==> config.mk <==
export PLATFORM = sky130hd
export DESIGN_NAME = alu_issue
export DESIGN_NICKNAME = d
export VERILOG_FILES = /design/src/rtl/alu_issue.sv
export SDC_FILE = /design/constraint.sdc
export NUM_CORES = 1
export LEC_CHECK = 0
export CELL_PAD_IN_SITES_DETAIL_PLACEMENT = 0
export CELL_PAD_IN_SITES_GLOBAL_PLACEMENT = 1
export CORE_UTILIZATION = 32
export DETAILED_ROUTE_END_ITERATION = 10
export PLACE_DENSITY = 0.88
export SLEW_MARGIN = 20
export SYNTH_ARGS = -nofsm -noshare
export SYNTH_HDL_FRONTEND = slang
export SYNTH_SLANG_ARGS = --single-unit
==> constraint.sdc <==
create_clock -name clk -period 3.3 [get_ports clk]
set_input_delay 0.33 -clock clk [delete_from_list [all_inputs] [get_ports clk]]
set_output_delay 0.33 -clock clk [all_outputs]
set_load 0.05 [all_outputs]
==> src/rtl/alu_issue.sv <==
// ID/EX issue stage of the miniRV pipeline: decodes the ID instruction into an
// ALU op and operands, forwards from MEM/WB, detects load-use and registers EX.
module alu_issue #(
  parameter int XLEN   = 32,
  parameter bit FWD_EN = 1'b1
) (
  input  logic            clk,
  input  logic            rst,
  input  logic            id_valid,
  input  logic [31:0]     id_inst,
  input  logic [XLEN-1:0] id_pc,
  input  logic [XLEN-1:0] id_rs1_data,
  input  logic [XLEN-1:0] id_rs2_data,
  input  logic            stall,
  input  logic            flush,
  input  logic            mem_fwd_we,
  input  logic [4:0]      mem_fwd_rd,
  input  logic [XLEN-1:0] mem_fwd_data,
  input  logic            wb_fwd_we,
  input  logic [4:0]      wb_fwd_rd,
  input  logic [XLEN-1:0] wb_fwd_data,
  output logic            id_stall_req,
  output logic            ex_valid,
  output logic [XLEN-1:0] ex_alu_a,
  output logic [XLEN-1:0] ex_alu_b,
  output logic [3:0]      ex_alu_op,
  output logic [XLEN-1:0] ex_rs2_data,
  output logic [4:0]      ex_rd,
  output logic            ex_rf_we,
  output logic [1:0]      ex_wb_sel,
  output logic            ex_mem_re,
  output logic            ex_mem_we,
  output logic            ex_is_branch,
  output logic            ex_is_jump,
  output logic [XLEN-1:0] ex_br_tgt,
  output logic [XLEN-1:0] ex_pc4
);

  localparam logic [6:0] OPC_R    = 7'b0110011;
  localparam logic [6:0] OPC_I    = 7'b0010011;
  localparam logic [6:0] OPC_LW   = 7'b0000011;
  localparam logic [6:0] OPC_SW   = 7'b0100011;
  localparam logic [6:0] OPC_BR   = 7'b1100011;
  localparam logic [6:0] OPC_LUI  = 7'b0110111;
  localparam logic [6:0] OPC_JAL  = 7'b1101111;
  localparam logic [6:0] OPC_JALR = 7'b1100111;

  localparam logic [3:0] ALU_ADD  = 4'b0000;
  localparam logic [3:0] ALU_SUB  = 4'b0001;
  localparam logic [3:0] ALU_SLTU = 4'b0010;
  localparam logic [3:0] ALU_BGEU = 4'b0011;
  localparam logic [3:0] ALU_BEQ  = 4'b0100;
  localparam logic [3:0] ALU_BNE  = 4'b0101;
  localparam logic [3:0] ALU_SLT  = 4'b0110;
  localparam logic [3:0] ALU_BGE  = 4'b0111;
  localparam logic [3:0] ALU_AND  = 4'b1000;
  localparam logic [3:0] ALU_OR   = 4'b1001;
  localparam logic [3:0] ALU_XOR  = 4'b1010;
  localparam logic [3:0] ALU_SLL  = 4'b1100;
  localparam logic [3:0] ALU_SRL  = 4'b1101;
  localparam logic [3:0] ALU_SRA  = 4'b1110;

  localparam logic [1:0] WB_ALU = 2'b00;
  localparam logic [1:0] WB_MEM = 2'b01;
  localparam logic [1:0] WB_PC4 = 2'b10;

  localparam logic [XLEN-1:0] PC_STEP = XLEN'(32'd4);

  typedef struct packed {
    logic            valid;
    logic [XLEN-1:0] alu_a;
    logic [XLEN-1:0] alu_b;
    logic [3:0]      alu_op;
    logic [XLEN-1:0] rs2_data;
    logic [4:0]      rd;
    logic            rf_we;
    logic [1:0]      wb_sel;
    logic            mem_re;
    logic            mem_we;
    logic            is_branch;
    logic            is_jump;
    logic [XLEN-1:0] br_tgt;
    logic [XLEN-1:0] pc4;
  } ex_t;

  function automatic logic [XLEN-1:0] sext32(input logic [31:0] v);
    return XLEN'($signed(v));
  endfunction

  // Shared by R-type and I-ALU; only R-type honours the SUB alternate.
  function automatic logic [3:0] arith_op(input logic [2:0] f3, input logic alt,
                                          input logic is_reg);
    logic [3:0] op;
    case (f3)
      3'b000:  op = (alt && is_reg) ? ALU_SUB : ALU_ADD;
      3'b001:  op = ALU_SLL;
      3'b010:  op = ALU_SLT;
      3'b011:  op = ALU_SLTU;
      3'b100:  op = ALU_XOR;
      3'b101:  op = alt ? ALU_SRA : ALU_SRL;
      3'b110:  op = ALU_OR;
      3'b111:  op = ALU_AND;
      default: op = ALU_ADD;
    endcase
    return op;
  endfunction

  logic [6:0]      opcode_s;
  logic [2:0]      funct3_s;
  logic            alt_s;
  logic [4:0]      rs1_s;
  logic [4:0]      rs2_s;
  logic [4:0]      rd_s;
  logic [XLEN-1:0] imm_i_s;
  logic [XLEN-1:0] imm_st_s;
  logic [XLEN-1:0] imm_b_s;
  logic [XLEN-1:0] imm_u_s;
  logic [XLEN-1:0] imm_j_s;

  assign opcode_s = id_inst[6:0];
  assign rd_s     = id_inst[11:7];
  assign funct3_s = id_inst[14:12];
  assign rs1_s    = id_inst[19:15];
  assign rs2_s    = id_inst[24:20];
  assign alt_s    = id_inst[30];

  assign imm_i_s  = sext32({{20{id_inst[31]}}, id_inst[31:20]});
  assign imm_st_s = sext32({{20{id_inst[31]}}, id_inst[31:25], id_inst[11:7]});
  assign imm_b_s  = sext32({{19{id_inst[31]}}, id_inst[31], id_inst[7],
                            id_inst[30:25], id_inst[11:8], 1'b0});
  assign imm_u_s  = sext32({id_inst[31:12], 12'h000});
  assign imm_j_s  = sext32({{11{id_inst[31]}}, id_inst[31], id_inst[19:12],
                            id_inst[20], id_inst[30:21], 1'b0});

  logic            mem_hit1_s;
  logic            wb_hit1_s;
  logic            mem_hit2_s;
  logic            wb_hit2_s;
  logic [XLEN-1:0] rs1_fwd_s;
  logic [XLEN-1:0] rs2_fwd_s;

  assign mem_hit1_s = FWD_EN && mem_fwd_we && (mem_fwd_rd == rs1_s) && (rs1_s != 5'd0);
  assign wb_hit1_s  = FWD_EN && wb_fwd_we  && (wb_fwd_rd  == rs1_s) && (rs1_s != 5'd0);
  assign mem_hit2_s = FWD_EN && mem_fwd_we && (mem_fwd_rd == rs2_s) && (rs2_s != 5'd0);
  assign wb_hit2_s  = FWD_EN && wb_fwd_we  && (wb_fwd_rd  == rs2_s) && (rs2_s != 5'd0);

  // Operand forwarding: the younger MEM result wins over WB.
  always_comb begin
    rs1_fwd_s = id_rs1_data;
    rs2_fwd_s = id_rs2_data;
    if (mem_hit1_s) begin
      rs1_fwd_s = mem_fwd_data;
    end else if (wb_hit1_s) begin
      rs1_fwd_s = wb_fwd_data;
    end else begin
      rs1_fwd_s = id_rs1_data;
    end
    if (mem_hit2_s) begin
      rs2_fwd_s = mem_fwd_data;
    end else if (wb_hit2_s) begin
      rs2_fwd_s = wb_fwd_data;
    end else begin
      rs2_fwd_s = id_rs2_data;
    end
  end

  ex_t  dec_s;
  logic known_s;
  logic use_rs1_s;
  logic use_rs2_s;

  // Instruction decode into the EX payload; unknown encodings become a bubble.
  always_comb begin
    dec_s          = '0;
    known_s        = 1'b1;
    use_rs1_s      = 1'b0;
    use_rs2_s      = 1'b0;
    dec_s.rs2_data = rs2_fwd_s;
    dec_s.br_tgt   = id_pc + imm_b_s;
    dec_s.pc4      = id_pc + PC_STEP;
    case (opcode_s)
      OPC_R: begin
        dec_s.alu_a  = rs1_fwd_s;
        dec_s.alu_b  = rs2_fwd_s;
        dec_s.alu_op = arith_op(funct3_s, alt_s, 1'b1);
        dec_s.rd     = rd_s;
        dec_s.rf_we  = 1'b1;
        use_rs1_s    = 1'b1;
        use_rs2_s    = 1'b1;
      end
      OPC_I: begin
        dec_s.alu_a  = rs1_fwd_s;
        dec_s.alu_b  = imm_i_s;
        dec_s.alu_op = arith_op(funct3_s, alt_s, 1'b0);
        dec_s.rd     = rd_s;
        dec_s.rf_we  = 1'b1;
        use_rs1_s    = 1'b1;
      end
      OPC_LW: begin
        dec_s.alu_a  = rs1_fwd_s;
        dec_s.alu_b  = imm_i_s;
        dec_s.rd     = rd_s;
        dec_s.rf_we  = 1'b1;
        dec_s.wb_sel = WB_MEM;
        dec_s.mem_re = 1'b1;
        use_rs1_s    = 1'b1;
      end
      OPC_SW: begin
        dec_s.alu_a  = rs1_fwd_s;
        dec_s.alu_b  = imm_st_s;
        dec_s.mem_we = 1'b1;
        use_rs1_s    = 1'b1;
        use_rs2_s    = 1'b1;
      end
      OPC_BR: begin
        dec_s.alu_a     = rs1_fwd_s;
        dec_s.alu_b     = rs2_fwd_s;
        dec_s.is_branch = 1'b1;
        use_rs1_s       = 1'b1;
        use_rs2_s       = 1'b1;
        case (funct3_s)
          3'b000:  dec_s.alu_op = ALU_BEQ;
          3'b001:  dec_s.alu_op = ALU_BNE;
          3'b100:  dec_s.alu_op = ALU_SLT;
          3'b101:  dec_s.alu_op = ALU_BGE;
          3'b110:  dec_s.alu_op = ALU_SLTU;
          3'b111:  dec_s.alu_op = ALU_BGEU;
          default: known_s      = 1'b0;
        endcase
      end
      OPC_LUI: begin
        dec_s.alu_b = imm_u_s;
        dec_s.rd    = rd_s;
        dec_s.rf_we = 1'b1;
      end
      OPC_JAL: begin
        dec_s.alu_a   = id_pc;
        dec_s.alu_b   = imm_j_s;
        dec_s.rd      = rd_s;
        dec_s.rf_we   = 1'b1;
        dec_s.wb_sel  = WB_PC4;
        dec_s.is_jump = 1'b1;
      end
      OPC_JALR: begin
        dec_s.alu_a   = rs1_fwd_s;
        dec_s.alu_b   = imm_i_s;
        dec_s.rd      = rd_s;
        dec_s.rf_we   = 1'b1;
        dec_s.wb_sel  = WB_PC4;
        dec_s.is_jump = 1'b1;
        use_rs1_s     = 1'b1;
      end
      default: begin
        known_s = 1'b0;
      end
    endcase
    if (id_valid && known_s) begin
      dec_s.valid = 1'b1;
    end else begin
      dec_s     = '0;
      use_rs1_s = 1'b0;
      use_rs2_s = 1'b0;
    end
  end

  ex_t  ex_q;
  ex_t  ex_d;
  logic hazard_s;

  assign hazard_s = id_valid && ex_q.valid && ex_q.mem_re && (ex_q.rd != 5'd0) &&
                    ((use_rs1_s && (ex_q.rd == rs1_s)) || (use_rs2_s && (ex_q.rd == rs2_s)));
  assign id_stall_req = hazard_s && !stall;

  // EX next state: a downstream stall freezes the slot, even over a flush.
  always_comb begin
    ex_d = ex_q;
    if (stall) begin
      ex_d = ex_q;
    end else if (flush || id_stall_req) begin
      ex_d = '0;
    end else begin
      ex_d = dec_s;
    end
  end

  // EX pipeline register with synchronous reset.
  always_ff @(posedge clk) begin
    if (rst) begin
      ex_q <= '0;
    end else begin
      ex_q <= ex_d;
    end
  end

  assign ex_valid     = ex_q.valid;
  assign ex_alu_a     = ex_q.alu_a;
  assign ex_alu_b     = ex_q.alu_b;
  assign ex_alu_op    = ex_q.alu_op;
  assign ex_rs2_data  = ex_q.rs2_data;
  assign ex_rd        = ex_q.rd;
  assign ex_rf_we     = ex_q.rf_we;
  assign ex_wb_sel    = ex_q.wb_sel;
  assign ex_mem_re    = ex_q.mem_re;
  assign ex_mem_we    = ex_q.mem_we;
  assign ex_is_branch = ex_q.is_branch;
  assign ex_is_jump   = ex_q.is_jump;
  assign ex_br_tgt    = ex_q.br_tgt;
  assign ex_pc4       = ex_q.pc4;

endmodule

==> out/results.txt <==
Status = complete, no violations
F_max = 328 MHz
DRC = 0
Clock-pin slew on the worst setup and hold paths = 80 ps
Mapped Cells = 1285
Number of global-route vias before repair = 11142
Worst EP arrival = 2720 ps
CP Data Required Time = 2970 ps
Clock Skew = 14.4 ps
Number of synthesized flops with an enable pin = 0
Nets = 1943
Drt initial violations = 869
1st-pass router iterations = 9
Mapped Avg Cell Area = 7.93 µm²
Post-synth top area cell = dfxtp_1
Via density = 5.55
Unique masters post-synth = 63
Ys Warns = 0
Die width = 180 µm
Worst VDD drop = 0.337 mV
Min-delay src = rst
Pwr/cell area = 335 nW/µm²
Cell Count Post-Placement = 2079
Top post-synthesis cells by area = dfxtp_1, nor2_1, a22oi_1
TritonCTS clock tree = done
Clk sink count = 175
Final max-slew violation count = 0
Row Count = 64
Synth Flop Type = dfxtp_1
Skew-Pair Late Insertion Delay = 440 ps
Leading cell types by count after synthesis = nor2_1, dfxtp_1, nand2_1
Inserted Diodes = 0
Die Y = 180 µm
Post-CTS sizing = 0
Final Hold Viols = 0
GPL Wtd Cong = 0.920
Startpoint type of the worst setup path = input port
Async SR Flop Fraction = 0
Max-cap violations = 0
CP endpoint kind = output port
Hold depth = 2
Post-layout minimum cycle time = 3050 ps
R2R Path Start = ex_rd[2]
Clk root buf = clkbuf_16
CTS Buffer Depth = 2
Worst Tran Pin Value = 726 ps
Post-Syn Nets = 1526
Post-Route WL = 46200 µm
Area Growth Syn to Fin = 54.3%
Die footprint = 32600 µm²
Postcts setup bufs = 0
Register-to-register setup slack = 430 ps
Crit Path Max Fanout = 5
Grt ovf = 0
RSZ-0062 raised after global routing = false
Min-Delay Path Class = input port to flip-flop
Initial Utilization = 0.329
Gr usage total = 0.277
Final setup violation count = 0
Vias = 11710
Detail Placement HPWL = 36100 µm
WHS = 374 ps
Routed WL per cell = 21.9 µm
Post-route ant nets = 0
Reg2Reg Depth = 8
TritonCTS buffer count = 17
Synth top area share = 0.344
Initial antenna violation count = 0
Input/output buffers = 386
Synth Register Bits = 175
Layout cells sized above 1 = 0.0933
CORE AREA = 31000 µm²
R2r endpoint = ex_br_tgt[12]
Relative slew slack = 0.516
Final non-filler cell total = 2111
CP Class = input port to output port
Worst Hold Endpoint = ex_rs2_data[27]
Period utilization = 0.923
H-tree levels = 4
Cell Area, Synth = 10200 µm²
Top-count cell post-synth = nor2_1
CTS Hold Bufs = 0
Io pins = 387
Largest net degree at the start of global routing = 58
Lkg Pwr = 5.57 nW
Register area share after synthesis = 0.344
First-pass GRT wire length = 68300 µm
==> kinds of logic (layout without fill, tap and decap cells) <==
group                    count (synthesis)  after routing  synth area share
XOR/XNOR                                78             78            0.0670
adder cells (fa/ha/maj)                 32             32            0.0400
AO/OA/AOI/OAI                          408            408             0.261
buffers and inverters                  121            551            0.0465
AND/OR/NAND/NOR                        407            407             0.179
flip-flops                             175            175             0.344
multiplexers                            64             64            0.0628
==> area by class of cell <==
type	instances	area, µm²
Fill cell	2929	15300
Multi-Input combinational cell	989	6270
Timing Repair Buffer	496	4780
Sequential cell	175	3500
Tap cell	396	495
Clock buffer	17	425
Clock inverter	15	170
Inverter	23	86.3
==> critical path: stages <==
cell and delay [ps]:
clkdlybuf4s50_1 480, nand4bb_1 310, or2_2 340, a2111oi_0 470, o2111ai_1 240, buf_4 180
nor2_1 180, buf_12 170
==> flip-flops by register name, summed over array words and instances (netlist names), 2 cells and up <==
name         count
ex_alu_op        4
ex_alu_b        32
ex_pc4          31
ex_br_tgt       32
ex_wb_sel        2
ex_rs2_data     32
ex_rd            5
ex_alu_a        32
==> placed cells by master, fill, tap and decap left out, drive strengths merged, types with 8 or more instances in the layout <==
cell type	count
nand3	17
a22oi	89
nor2b	9
inv	30
mux2i	64
xor2	23
clkbuf	17
nor2	180
nand2b	8
a221oi	20
xnor2	55
o21ai	95
clkdlybuf4s50	383
and2	8
nand4	16
a31oi	9
clkinv	8
nand2	118
dfxtp	175
and3	8
or3	8
a211oi	35
a21oi	98
nor3	11
buf	113
ha	31
==> worst max path at each step <==
stage                            from      endpoint  cells after the start
after floorplan              ex_rd[0]  id_stall_req                      5
after global routing       id_inst[2]  id_stall_req                      8
after detailed placement  id_inst[19]   ex_alu_a[1]                      9
after CTS                  id_inst[2]  id_stall_req                      8
after global placement    id_inst[19]  ex_alu_a[19]                     10
final                      id_inst[2]  id_stall_req                      8
==> where the power goes <==
part           internal [mW]  switching, mW
clock                   1.02           1.05
sequential              2.11        0.00259
combinational          0.515          0.558
==> routing by layer <==
metal,vias up,GRT usage,wire length (µm)
li1,5499,-,-
met1,5568,0.360,20100
met2,579,0.463,21700
met3,64,0.0570,3370
met4,0,0.0738,1020
met5,-,0,0
==> per-stage QoR <==
step	setup WS [ps]	setup TNS (ps)	utilization	instance area [µm²]	power (mW)
finish	254	0	0.508	15700	5.26
CTS	286	0	0.508	15700	5.28
floorplan	787	0	-	10200	2.63
global route	154	0	0.508	15700	5.45
detailed placement	-50.5	-130	0.488	15100	3.22
global placement	17.9	0	0.488	15100	3.22
(Power assumes the default switching activity.)
